**config.mk**
```make
export PLATFORM = sky130hd
export DESIGN_NAME = hilo_ctrl
export DESIGN_NICKNAME = d
export VERILOG_FILES = /design/src/rtl/hilo_ctrl.sv
export SDC_FILE = /design/constraint.sdc
export NUM_CORES = 1
export LEC_CHECK = 0
export BUFFER_PORTS_ARGS = -buffer_cell sky130_fd_sc_hd__buf_4
export CAP_MARGIN = 20
export CORE_UTILIZATION = 35
export CTS_BUF_LIST = sky130_fd_sc_hd__clkbuf_4
export CTS_CLUSTER_DIAMETER = 150
export DETAILED_ROUTE_END_ITERATION = 10
export GPL_ROUTABILITY_DRIVEN = 0
export PLACE_DENSITY_LB_ADDON = 0.05
export SYNTH_ARGS = -nofsm -noshare
export SYNTH_HDL_FRONTEND = slang
export SYNTH_SLANG_ARGS = --single-unit
```
**constraint.sdc**
```tcl
create_clock -name clk -period 1.9 [get_ports clk]
set_input_delay 0.095 -clock clk [delete_from_list [all_inputs] [get_ports clk]]
set_output_delay 0.095 -clock clk [all_outputs]
set_load 0.005 [all_outputs]
```
**src/rtl/hilo_ctrl.sv**
```systemverilog
// EX-stage requester for the multiply/divide unit: launches MULT/DIV on MultDiv,
// stalls EX until the result returns, and owns the architectural HI/LO registers.
module hilo_ctrl #(
    parameter int TIMEOUT_CYCLES = 64,
    parameter int CNT_W          = 7
) (
    input  logic        clk,
    input  logic        rst,
    input  logic        ex_valid,
    input  logic [5:0]  funct,
    input  logic [31:0] operand_1,
    input  logic [31:0] operand_2,
    input  logic        stall_all,
    input  logic        flush,
    output logic        md_start,
    output logic [5:0]  md_funct,
    output logic [31:0] md_op1,
    output logic [31:0] md_op2,
    input  logic        md_done,
    input  logic [63:0] md_result,
    output logic        stall_req,
    output logic [31:0] hi_out,
    output logic [31:0] lo_out,
    output logic        md_timeout
);

    localparam logic [5:0] F_MTHI = 6'h11;
    localparam logic [5:0] F_MTLO = 6'h13;
    localparam logic [CNT_W-1:0] CNT_LAST = CNT_W'(TIMEOUT_CYCLES - 1);

    typedef enum logic [1:0] {S_IDLE, S_BUSY, S_HOLD} state_t;

    state_t            state_q, state_d;
    logic [31:0]       hi_q, hi_d, lo_q, lo_d;
    logic              md_start_q, md_start_d;
    logic [5:0]        md_funct_q, md_funct_d;
    logic [31:0]       md_op1_q, md_op1_d, md_op2_q, md_op2_d;
    logic [CNT_W-1:0]  cnt_q, cnt_d;
    logic              md_timeout_q, md_timeout_d;

    logic is_md, div_by_zero, issue, hilo_wr, mthi_wr, mtlo_wr, timeout_hit;

    // 0x18..0x1B share the upper four bits; bit 1 selects the divides.
    assign is_md       = (funct[5:2] == 4'b0110);
    assign div_by_zero = funct[1] && (operand_2 == 32'd0);

    always_ff @(posedge clk) begin
        if (!rst) state_q <= S_IDLE;
        else      state_q <= state_d;
    end

    always_comb begin
        state_d = state_q;
        case (state_q)
            S_IDLE: if (issue) state_d = S_BUSY;
            S_BUSY: begin
                if (flush)                 state_d = S_IDLE;
                else if (md_done)          state_d = stall_all ? S_HOLD : S_IDLE;
                else if (cnt_q == CNT_LAST) state_d = S_IDLE;
            end
            S_HOLD: if (!stall_all || flush) state_d = S_IDLE;
            default: state_d = S_IDLE;
        endcase
    end

    always_comb begin
        issue       = 1'b0;
        stall_req   = 1'b0;
        hilo_wr     = 1'b0;
        mthi_wr     = 1'b0;
        mtlo_wr     = 1'b0;
        timeout_hit = 1'b0;
        case (state_q)
            S_IDLE: begin
                issue     = ex_valid && !flush && is_md && !div_by_zero;
                stall_req = issue;
                mthi_wr   = ex_valid && !flush && !stall_all && (funct == F_MTHI);
                mtlo_wr   = ex_valid && !flush && !stall_all && (funct == F_MTLO);
            end
            S_BUSY: begin
                stall_req   = !md_done && !flush;
                hilo_wr     = md_done && !flush;
                timeout_hit = !md_done && !flush && (cnt_q == CNT_LAST);
            end
            default: ;
        endcase
    end

    always_comb begin
        md_start_d   = issue;
        md_funct_d   = issue ? funct     : md_funct_q;
        md_op1_d     = issue ? operand_1 : md_op1_q;
        md_op2_d     = issue ? operand_2 : md_op2_q;
        cnt_d        = cnt_q;
        if (issue)                  cnt_d = '0;
        else if (state_q == S_BUSY) cnt_d = cnt_q + CNT_W'(1);
        hi_d         = hi_q;
        lo_d         = lo_q;
        if (hilo_wr) begin
            hi_d = md_result[63:32];
            lo_d = md_result[31:0];
        end
        if (mthi_wr) hi_d = operand_1;
        if (mtlo_wr) lo_d = operand_1;
        md_timeout_d = md_timeout_q | timeout_hit;
    end

    always_ff @(posedge clk) begin
        if (!rst) begin
            hi_q         <= '0;
            lo_q         <= '0;
            md_start_q   <= 1'b0;
            md_funct_q   <= '0;
            md_op1_q     <= '0;
            md_op2_q     <= '0;
            cnt_q        <= '0;
            md_timeout_q <= 1'b0;
        end else begin
            hi_q         <= hi_d;
            lo_q         <= lo_d;
            md_start_q   <= md_start_d;
            md_funct_q   <= md_funct_d;
            md_op1_q     <= md_op1_d;
            md_op2_q     <= md_op2_d;
            cnt_q        <= cnt_d;
            md_timeout_q <= md_timeout_d;
        end
    end

    assign md_start   = md_start_q;
    assign md_funct   = md_funct_q;
    assign md_op1     = md_op1_q;
    assign md_op2     = md_op2_q;
    assign hi_out     = hi_q;
    assign lo_out     = lo_q;
    assign md_timeout = md_timeout_q;

endmodule

```
==> impl_metrics.env <==
export IMPL_number_of_flip_flops_and_latches_in_the_synthesized_netlist=145
export IMPL_path_max_fanout=13
export IMPL_hp_class="in2reg"
export IMPL_timing_reg2reg_worst_path_depth=8
export IMPL_firstDrtPassIters=5
export IMPL_timing_clock_skew_ns=0.0144
export IMPL_hold_slack_ns=-0.176
export IMPL_nets=1383
export IMPL_fp_dieH_um=148
export IMPL_grt_pass1_wl_um=43100
export IMPL_postPlaceCellArea_mm2=0.0101
export IMPL_relSlewSlack_pct=62.8
export IMPL_routed_wire_length_per_instance_um=17.7
export IMPL_final_layout_size_suffix_gt1_share_pct=30.8
export IMPL_route_antenna_remaining_nets=0
export IMPL_power_density_mw_per_mm2=518
export IMPL_synth_edf_count=0
export IMPL_num_vias=8365
export IMPL_data_required_time_of_the_critical_path_ns=1.80
export IMPL_wirelength_um=27000
export IMPL_dpl_hpwl_um=17400
export IMPL_flop2flop_setup_slack_ns=0.13
export IMPL_syn2layout_area_growth_pct=59.1
export IMPL_netlist_top_cells_area="dfxtp_1, mux2i_1, a211oi_1"
export IMPL_period_minus_slack_ns=1.81
export IMPL_cts_hold_buffers_added=137
export IMPL_synth_top_area_cell="dfxtp_1"
export IMPL_grt_max_degree=65
export IMPL_hold_depth=3
export IMPL_clock_insertion_delay_worst_skew_ns=0.56
export IMPL_port_buffers=276
export IMPL_boundaryPins=277
export IMPL_worstHoldStart="operand_2[16]"
export IMPL_core_rowCount=52
export IMPL_antenna_found_initial=1
export IMPL_cp_data_arrival_time_ns=1.71
export IMPL_postSynth_asyncResetShare_pct=0
export IMPL_rr_startpoint="state_q[1]$_SDFFE_PN0P_"
export IMPL_die_width_um=148
export IMPL_clk_tree_root_cell="clkbuf_4"
export IMPL_vias_in_the_first_global_route=8100
export IMPL_synth_commonest_cells="dfxtp_1, nor2_1, clkbuf_1"
export IMPL_start_util_pct=36.2
export IMPL_tritoncts_num_sinks=145
export IMPL_syn_nets=1000
export IMPL_synth_sequential_area_ratio_pct=39.1
export IMPL_crit_type="in2out"
export IMPL_power_total_uw=6110
export IMPL_slew_violations=0
export IMPL_hold_path_sink="md_op2[16]$_SDFFE_PN0P_"
export IMPL_avgSynthCellArea_um2=8.63
export IMPL_layout_area_seq_mm2=0.00291
export IMPL_die_area_mm2=0.0218
export IMPL_yosysMostFrequentCell="dfxtp_1"
export IMPL_ys_flop_type="dfxtp_1"
export IMPL_worst_ir_drop_vdd_mv=0.454
export IMPL_max_cap_violations=0
export IMPL_post_synth_instance_area_mm2=0.00741
export IMPL_syn_inst=859
export IMPL_netlist_cell_type_count=39
export IMPL_outcome="complete, but fails checks"
export IMPL_drc=0
export IMPL_transition_at_the_pin_with_the_smallest_max_transition_slack_ns=0.558
export IMPL_core_area_mm2=0.0205
export IMPL_number_of_h_tree_branching_levels=4
export IMPL_setup_worst_path_start_class="input pin"
export IMPL_worst_setup_path_end_kind="output port"
export IMPL_tritoncts_clock_tree="built"
export IMPL_worst_flop_to_flop_path_endpoint="hi_out[22]$_SDFFE_PN0P_"
export IMPL_nFillCells=1831
export IMPL_route_detailed_vias_per_inst=5.48
export IMPL_clock_pin_slew_on_the_worst_setup_and_hold_paths_ns=0.15
export IMPL_finalSetupViolCount=0
export IMPL_fmaxAchievable_mhz=553
export IMPL_final_cell_area_mm2=0.0118
export IMPL_failing_checks="hold timing"
export IMPL_drtIter0Drc=621
export IMPL_synth_warning_count=0
export IMPL_leakage_uw=0.00458
export IMPL_tritoncts_num_buffers=17
export IMPL_ctsLongestPathBuffers=2
export IMPL_synth_top_area_share_pct=39.1
export IMPL_multi_input_comb_area_mm2=0.00409
export IMPL_grtUsageTotal_pct=24.6
export IMPL_grt_overflow=0
export IMPL_final_min_period_over_clock_period_pct=95.2
export IMPL_hold_violations=3
stage by stage:
step	std cells	setup TNS (ns)	utilization [%]	worst slack (ns)
4_1_cts	1524	0	57.4	0.00978
2_1_floorplan	859	0	-	0.00923
5_1_grt	1526	-0.00354	57.5	-0.00354
3_3_place_gp	1352	-6.64	49.1	-0.125
3_5_place_dp	1352	-7.60	49.1	-0.155
6_report	1526	0	57.5	0.0912
worst max path at each step:
| stage | endpoint | slack, ns | startpoint |
|---|---|---|---|
| floorplan | md_funct[3]$_SDFFE_PN0P_ | 0.009 | operand_2[15] |
| global placement | md_op1[18]$_SDFFE_PN0P_ | -0.12 | operand_2[15] |
| detailed placement | md_op1[22]$_SDFFE_PN0P_ | -0.16 | operand_2[15] |
| CTS | stall_req | 0.01 | state_q[1]$_SDFFE_PN0P_ |
| global route | lo_out[30]$_SDFFE_PN0P_ | -0.004 | state_q[1]$_SDFFE_PN0P_ |
| finish | stall_req | 0.09 | operand_2[19] |
routing by layer:
metal	GRT usage [%]	routed length [um]	vias up
met1	33.1	12500	3953
met5	0	0	-
met2	39.2	12100	304
li1	-	-	4082
met4	6.49	388	0
met3	6.14	1910	26
sequential cells by signal (all words and copies together) (netlist names):
| name | cells |
|---|---|
| state_q | 2 |
| md_op1 | 32 |
| cnt_q | 7 |
| md_start | 1 |
| md_timeout | 1 |
| hi_out | 32 |
| md_op2 | 32 |
| lo_out | 32 |
| md_funct | 6 |
cell families (layout without fill, tap and decap cells):
logic type                 after synthesis  count (layout)  synth area share (%)
AOI/OAI and AO/OA                      219             219                  22.9
other                                    0               1                     0
DFF                                    145             145                  39.1
muxes                                   69              69                  9.31
xor gates and xnor gates                 6               6                 0.709
buffers and inverters                  112             508                  6.63
and+or+nand+nor                        307             307                  21.1
adders and majority gates                1               1                 0.169
worst max-delay path: stages:
cell and delay, ns:
buf_4 0.11, or4_4 0.53, or3_4 0.48, o31ai_4 0.26, nand2b_1 0.09, buf_4 0.14
power breakdown:
group	internal, uW	switching (uW)
logic	481	352
clock network	924	1280
registers	3060	13.4
total	4470	1640
placed cells by master, fill, tap and decap left out, types with 6 or more instances in the layout:
master,netlist,final
a211oi_1,65,65
a311o_1,21,21
a31oi_1,41,41
a41oi_1,41,41
buf_12,0,19
buf_4,0,317
clkbuf_4,0,17
dfxtp_1,145,143
dlygate4sd3_1,0,136
mux2i_1,69,69
nand2_1,63,63
nand3_1,45,44
nand4_1,6,6
nor2_1,96,95
nor3_2,8,9
nor4_1,24,23
o2111ai_1,9,9
o211ai_1,32,32
or4_1,43,42
final cells by class:
type | instances | area share [%]
tap | 270 | 2.86
sequential | 145 | 24.7
timing repair buffer | 473 | 35.1
antenna | 1 | 0.0212
inverter | 3 | 0.0955
clock inverter | 15 | 1.53
multi-input combinational | 602 | 34.7
clock buffer | 17 | 1.08
timing repair:
| action | CTS | global route |
|---|---|---|
| pin swaps | 2 | 2 |
| hold endpoints to repair | 133 | 3 |
| endpoints found under the setup margin | 1 | 2 |
| setup buffers | 4 | 2 |
| gates resized for setup | 4 | 4 |
(Power assumes the default switching activity.)
